<file path="src/rtl/mem_port_arbiter.sv">
// mem_port_arbiter: shares one single-ported, variable-latency memory between the
// core's instruction-fetch port and data port. One transaction is in flight at a
// time. Data accesses win arbitration. A burst counter stops data from starving a
// waiting fetch. All outputs are registered.
module mem_port_arbiter #(
    parameter int ADDR_W     = 32,
    parameter int DATA_W     = 32,
    parameter int MAX_DBURST = 4     // must be >= 1
) (
    input  logic              clk,
    input  logic              rst,        // asynchronous, active low
    input  logic              if_req,
    input  logic [ADDR_W-1:0] if_addr,
    output logic [DATA_W-1:0] if_rdata,
    output logic              if_ready,
    input  logic              dm_req,
    input  logic              dm_we,
    input  logic [ADDR_W-1:0] dm_addr,
    input  logic [DATA_W-1:0] dm_wdata,
    output logic [DATA_W-1:0] dm_rdata,
    output logic              dm_ready,
    output logic              mem_req,
    output logic              mem_we,
    output logic [ADDR_W-1:0] mem_addr,
    output logic [DATA_W-1:0] mem_wdata,
    input  logic              mem_ack,
    input  logic [DATA_W-1:0] mem_rdata,
    output logic              busy
);

    localparam int                CNT_W    = $clog2(MAX_DBURST + 1);
    localparam logic [CNT_W-1:0]  DCNT_MAX = CNT_W'(MAX_DBURST);

    typedef enum logic [1:0] {IDLE, SERVE_I, SERVE_D} state_t;

    state_t           state, state_nxt;
    logic [CNT_W-1:0] dcnt;
    logic             if_elig, dm_elig;
    logic             grant_i, grant_d, done_i, done_d;

    // A requester still holds req in the cycle its ready pulses; that request is
    // already served, so it must not be granted a second time.
    assign if_elig = if_req && !if_ready;
    assign dm_elig = dm_req && !dm_ready;

    // Next-state: arbitrate in IDLE, wait for the memory ack while serving
    always_comb begin
        state_nxt = state;
        grant_i   = 1'b0;
        grant_d   = 1'b0;
        done_i    = 1'b0;
        done_d    = 1'b0;
        case (state)
            IDLE: begin
                if (dm_elig && (!if_elig || dcnt < DCNT_MAX)) begin
                    grant_d   = 1'b1;
                    state_nxt = SERVE_D;
                end else if (if_elig) begin
                    grant_i   = 1'b1;
                    state_nxt = SERVE_I;
                end
            end
            SERVE_I: begin
                if (mem_ack) begin
                    done_i    = 1'b1;
                    state_nxt = IDLE;
                end
            end
            SERVE_D: begin
                if (mem_ack) begin
                    done_d    = 1'b1;
                    state_nxt = IDLE;
                end
            end
            default: state_nxt = IDLE;
        endcase
    end

    // State register
    always_ff @(posedge clk or negedge rst) begin
        if (!rst) state <= IDLE;
        else      state <= state_nxt;
    end

    // Consecutive data grants seen by a waiting fetch; reset when fetch is served or gone
    always_ff @(posedge clk or negedge rst) begin
        if (!rst) begin
            dcnt <= '0;
        end else if (!if_req || grant_i) begin
            dcnt <= '0;
        end else if (grant_d && dcnt != DCNT_MAX) begin
            dcnt <= dcnt + 1'b1;
        end
    end

    // Memory request latch on grant, ready pulses and read-data capture on ack
    always_ff @(posedge clk or negedge rst) begin
        if (!rst) begin
            mem_req   <= 1'b0;
            mem_we    <= 1'b0;
            mem_addr  <= '0;
            mem_wdata <= '0;
            if_ready  <= 1'b0;
            dm_ready  <= 1'b0;
            if_rdata  <= '0;
            dm_rdata  <= '0;
            busy      <= 1'b0;
        end else begin
            if_ready <= 1'b0;
            dm_ready <= 1'b0;
            busy     <= (state_nxt != IDLE);
            if (grant_d) begin
                mem_req   <= 1'b1;
                mem_we    <= dm_we;
                mem_addr  <= dm_addr;
                mem_wdata <= dm_wdata;
            end else if (grant_i) begin
                mem_req   <= 1'b1;
                mem_we    <= 1'b0;
                mem_addr  <= if_addr;
                mem_wdata <= '0;
            end else if (done_i || done_d) begin
                mem_req   <= 1'b0;
            end
            if (done_i) begin
                if_ready <= 1'b1;
                if_rdata <= mem_rdata;
            end
            if (done_d) begin
                dm_ready <= 1'b1;
                // a store returns nothing; keep the last load value visible
                if (!mem_we) dm_rdata <= mem_rdata;
            end
        end
    end

endmodule

</file>
<file path="config.mk">
export PLATFORM = sky130hd
export DESIGN_NAME = mem_port_arbiter
export DESIGN_NICKNAME = d
export VERILOG_FILES = /design/src/rtl/mem_port_arbiter.sv
export SDC_FILE = /design/constraint.sdc
export NUM_CORES = 1
export LEC_CHECK = 0
export ABC_AREA = 0
export CORE_MARGIN = 2
export CORE_UTILIZATION = 44
export DETAILED_ROUTE_END_ITERATION = 10
export HOLD_SLACK_MARGIN = 0.15
export PLACE_DENSITY_LB_ADDON = 0.05
export SETUP_SLACK_MARGIN = 0.3
export SYNTH_ARGS = -nofsm -noshare
export SYNTH_HDL_FRONTEND = slang
export SYNTH_SLANG_ARGS = --single-unit
</file>
<file path="constraint.sdc">
create_clock -name clk -period 2.7 [get_ports clk]
set_clock_uncertainty 0.05 [all_clocks]
set_input_delay 0.54 -clock clk [delete_from_list [all_inputs] [get_ports clk]]
set_output_delay 0.54 -clock clk [all_outputs]
set_load 0.005 [all_outputs]
</file>
# Yosys cells after proc, flatten, opt, wreduce, memory -nomap -nowiden

Index checks and enable logic that the tools add are counted.

Output and inout bits: 133
Input bits: 134
Flip-flop bits (word level): 138

Bitwise operators: 1
Magnitude comparators: 1
$add $sub $neg: 1
Reductions and logical operators: 18
Equal/unequal tests: 3
Mux-type cells: 25

Operators with widths:

| operator                                          | count |
|---|---|
| 2-to-1 mux 32 bit                                 | 4 |
| 2-to-1 mux 1 bit                                  | 15 |
| 2-to-1 mux 2 bit                                  | 3 |
| 2-to-1 mux 3 bit                                  | 2 |
| nonzero test 2 bit                                | 3 |
| logical AND 1 bit                                 | 4 |
| logical NOT 1 bit                                 | 4 |
| one-hot mux 2 bit (2 select lines)                | 1 |
| adder 3 x 1 -> 3 bit, second input constant       | 1 |
| logical OR 1 bit                                  | 3 |
| less-than comparator 3 bit, second input constant | 1 |
| != test 3 bit, second input constant              | 1 |
| nonzero test 3 bit                                | 1 |
| == test 2 x 1 -> 1 bit, second input constant     | 1 |
| == test 2 bit, second input constant              | 1 |
| logical NOT 2 bit                                 | 1 |
| AND reduction 2 bit                               | 1 |
| OR reduction 2 bit                                | 1 |
| NOT 1 bit                                         | 1 |

# Logic depth before layout (Yosys ltp)

Depth after elaboration: 10
Gate-level depth with buffers: 8
Depth with buffers taken out: 6

# Worst setup path after synthesis

Ideal clock, no wire load.

Kind: flip-flop to flip-flop
From: register state[0]
To: register mem_addr[0]
Slack: 0.877 ns
Data required time: 2.573 ns
Cell stages (with the launch flop): 9
Path buffers: 2
Arrival time: 1.695 ns
Cells stage by stage: dfrtp_1 > inv_1 > ha_1 > nand3b_1 > a21oi_2 > buf_4 > buf_2 > a21oi_1 > a21oi_1

Cells in the longest elaborated chain, start to end: 3
Elaborated cells between the ends (all ways): 5
Those cells by class: mux: 3; reduce/logical: 2

Ends and longest elaborated chain:

| item                                                    | RTL line | RTL |
|---|---|---|
| start, declared                                         | 36       | `state_t state, state_nxt;` |
| start signal, assigned                                  | 82       | `else state <= state_nxt;` |
| logical NOT 2 bit *                                     | 53       | `case (state)` |
| 2-to-1 mux 1 bit                                        | 53       |  |
| 2-to-1 mux 32 bit or nonzero test 2 bit (tied branches) | -        |  |
| end signal, assigned                                    | 115      | `mem_addr <= dm_addr;` |
| end signal, assigned                                    | 120      | `mem_addr <= if_addr;` |
| end, declared                                           | 24       | `output logic [ADDR_W-1:0] mem_addr,` |

Mark *: on every way between the ends. The rest lies on a longest branch, timed or not.
A chain may end at the register's enable or synchronous reset.

# Worst setup path after layout

From: input port dm_req
To: register mem_wdata[27]

Cells in the longest elaborated chain, start to end: 5
Elaborated cells between the ends (all ways): 8
Those cells by class: mux: 5; reduce/logical: 3

Ends and longest elaborated chain:

| item                                                    | RTL line | RTL |
|---|---|---|
| start, declared                                         | 16       | `input logic dm_req,` |
| logical AND 1 bit *                                     | 44       | `assign dm_elig = dm_req && !dm_ready;` |
| logical AND 1 bit *                                     | 55       | `if (dm_elig && (!if_elig \|\| dcnt < DCNT_MAX)) begin` |
| 2-to-1 mux 1 bit                                        | 55       |  |
| 2-to-1 mux 1 bit                                        | 53       |  |
| 2-to-1 mux 32 bit or nonzero test 2 bit (tied branches) | -        |  |
| end signal, assigned                                    | 116      | `mem_wdata <= dm_wdata;` |
| end, declared                                           | 25       | `output logic [DATA_W-1:0] mem_wdata,` |

Marks and branches as above.

==> impl_results.md <==
- Max Fclk: 486.0 MHz
- Die Y: 115.9 um
- Relative slew slack: 0.6945
- Biggest area consumer among synthesized cells: dfrtp_1
- Yosys reg bits: 138
- First-pass GRT wire length: 24010 um
- Final worst path period share: 0.7620
- Cell area after layout: 8955 sq um
- CP max-delay cell: clkdlybuf4s50_1
- Post-Syn Area: 5508 sq um
- Initial DRC Count: 282
- Core Area: 12110 sq um
- Commonest cells after routing, fill and taps aside: clkdlybuf4s50_1, dfrtp_1, a21oi_1
- Status: finished, final reports clean
- DR DRC count: 0
- Pleak: 0.003924 uW
- Routed Antenna Nets: 0
- DRT Wirelength: 15650 um
- Maximum buffer depth of the clock tree: 2
- First-pass iteration count of the detailed router: 4
- Number of library cell types mapped by synthesis: 33
- Mux share of post-synthesis cell area: 0.1347
- Adder-cell share of the synthesized area: 0.01363
- Nets: 848
- RSZ-0062 raised after global routing: false
- Num CTS Buffers: 17
- Clock power frac: 0.215
- Clock sink count: 138
- Comb pwr share: 0.427
- Worst path required time: 3.00 ns
- Reg2reg setup slack: 0.68 ns
- Synth top area cells: dfrtp_1, mux2_2, a21oi_1, a22o_1, nand2_1
- Initial antenna violation count: 0
- Area delta synth->final: 62.59%
- Post-Syn Area per Cell: 12.63 sq um
- Worst-Margin Slew: 0.4582 ns
- Worst IR Drop VDD: 0.0007351 V
- Area of the multi-input gates: 1889 sq um
- Fin crit period: 2.057 ns
- Filler cells: 897
- I/O pin total: 267
- Compound-cell area share of the yosys netlist: 0.1206
- WS Path Type: in2reg
- Final core utilization: 0.7394
- Gate Count Post-Synth: 436
- Mapped Nets: 576
- Tot GR Track Use: 0.2362
- Worst path max stage delay: 0.52 ns
- Seq pwr share: 0.358
- Startpoint types: input pin
- Max Cap Viol: 0
- WL/cell: 17.64 um
- Top delay family on crit path: simple AND/OR/NAND/NOR gates
- Worst-path clk slew: 0.05 ns
- Starting Density: 0.4548
- Final setup TNS: 0 ns
- Crit path buf inv count: 1
- Placer Congestion: 0.8049
- Top-area cell type share of the netlist area: 0.6270
- Arr. time, crit path: 2.35 ns
- GR Overflow Total: 0
- Port bufs: 266
- Most common cell after layout, fill and taps aside: clkdlybuf4s50_1
- Post-synthesis sequential area ratio: 0.6270
- Switching Share: 0.2895
- Final setup fails: 0
- Worst Hold Class: reg2reg
- Hpwl dp: 11130 um
- Worst-path cell chain: clkdlybuf4s50_1 -> or3b_4 -> and3_1 -> nor2_8 -> a22o_1
- Seq. cell area: 3453 sq um
- Largest net degree at the start of global routing: 56
- Post-DP Area: 8391 sq um
- Synth warnings: 0
- Ant diodes: 0
- PwrDens: 1120 nW/um^2
- Area share of xor/xnor cells in the synthesized design: 0.001590
- CTS tree: yes
- Final slew viol count: 0
- Postcts setup bufs: 0
- Layout cells sized above 1: 0.1558
- Die area: 13430 sq um
- Simple-gate portion of the synthesized area: 0.07110
- H-tree levels: 4
- # hold bufs at CTS: 1
- Die X: 115.9 um
- Largest family of logic cells by synthesized area: multiplexers
- Via count: 4521
- Row count: 40
- Post-CTS sizing: 0
- Root Buffer: clkbuf_16
- Internal power: 7125 uW
- CP max FO: 33
- Setup crit end kind: flip-flop
- Vias per inst: 5.097
- Fin. Hold Viols: 0
- Clk_lat worst skew: 0.41 ns
- Vias in the first global route: 4854
- Psw: 2903 uW
## area by class of cell
cell class,count,share of cell area
clock buffer,22,0.05407
timing repair buffer,280,0.3151
multi-input combinational,264,0.2110
sequential,138,0.3856
tap,168,0.02347
inverter,7,0.002934
clock inverter,8,0.007825
## power by group through the flow
stage          combinational, uW  sequential [uW]  clock, uW
2_1_floorplan               1600             3650          0
3_3_place_gp                4220             3560          0
3_5_place_dp                4310             3620          0
4_1_cts                     4350             3600       2220
5_1_grt                     4630             3710       2300
6_report                    4280             3590       2150
## routing by layer
metal  share of wire  vias to the layer above  wire length [um]  track usage
li1                -                     2062                 -            -
met1            0.37                     2243              5832       0.2570
met2            0.51                      192              7991       0.4117
met3           0.097                       24              1519      0.09623
met4           0.020                        0               306      0.09444
met5               0                        -                 0            0
## through the flow
stage                     setup WS, ns  cells  power, uW  hold WS (ns)
after floorplan                 0.8774    436       5255        0.1944
after global placement          0.2752    856       7779        0.4249
after detailed placement        0.2180    856       7925        0.4302
after CTS                       0.6520    887      10160        0.4516
after global routing            0.5049    887      10640        0.4588
final                           0.6425    887      10030        0.4486
## registers in the layout (all words and copies together), names as in the netlist
signal,flops
if_ready,1
mem_wdata,32
mem_addr,32
dm_rdata,32
dm_ready,1
mem_req,1
state,2
dcnt,3
if_rdata,32
busy,1
mem_we,1
## kinds of logic (layout without fill, tap and decap cells)
| logic type | count (synthesis) | count (layout) |
|---|---|---|
| DFF | 138 | 138 |
| AOI/OAI and AO/OA | 104 | 104 |
| adders and majority gates | 6 | 6 |
| buffers and inverters | 34 | 317 |
| muxes | 66 | 66 |
| xor gates and xnor gates | 1 | 1 |
| and+or+nand+nor | 87 | 87 |
## final timing paths
path / start / end / cells past startpoint
hold / removal: mem_wdata[13] / mem_wdata[13] / 1
setup reg to reg: state[0] / busy / 7
max in group asynchronous: rst / dm_rdata[4] / 3
setup / recovery: dm_req / mem_wdata[27] / 5
min in group asynchronous: rst / mem_wdata[16] / 2
hold reg to reg: mem_wdata[13] / mem_wdata[13] / 1
## cells in the mapped netlist, drive strengths merged
cell,instances
o311ai,1
ha,6
nor2,36
nand3,2
a21oi,66
clkbuf,6
nor3,1
dfrtp,138
xnor2,1
nand3b,2
and2,2
a22o,33
o31ai,1
a31o,1
nand2,36
or3b,1
buf,21
a211o,1
inv,7
nor2b,2
and3,2
a21o,1
mux2,65
mux2i,1
nand4b,1
nand2b,2
(Power assumes the default switching activity.)
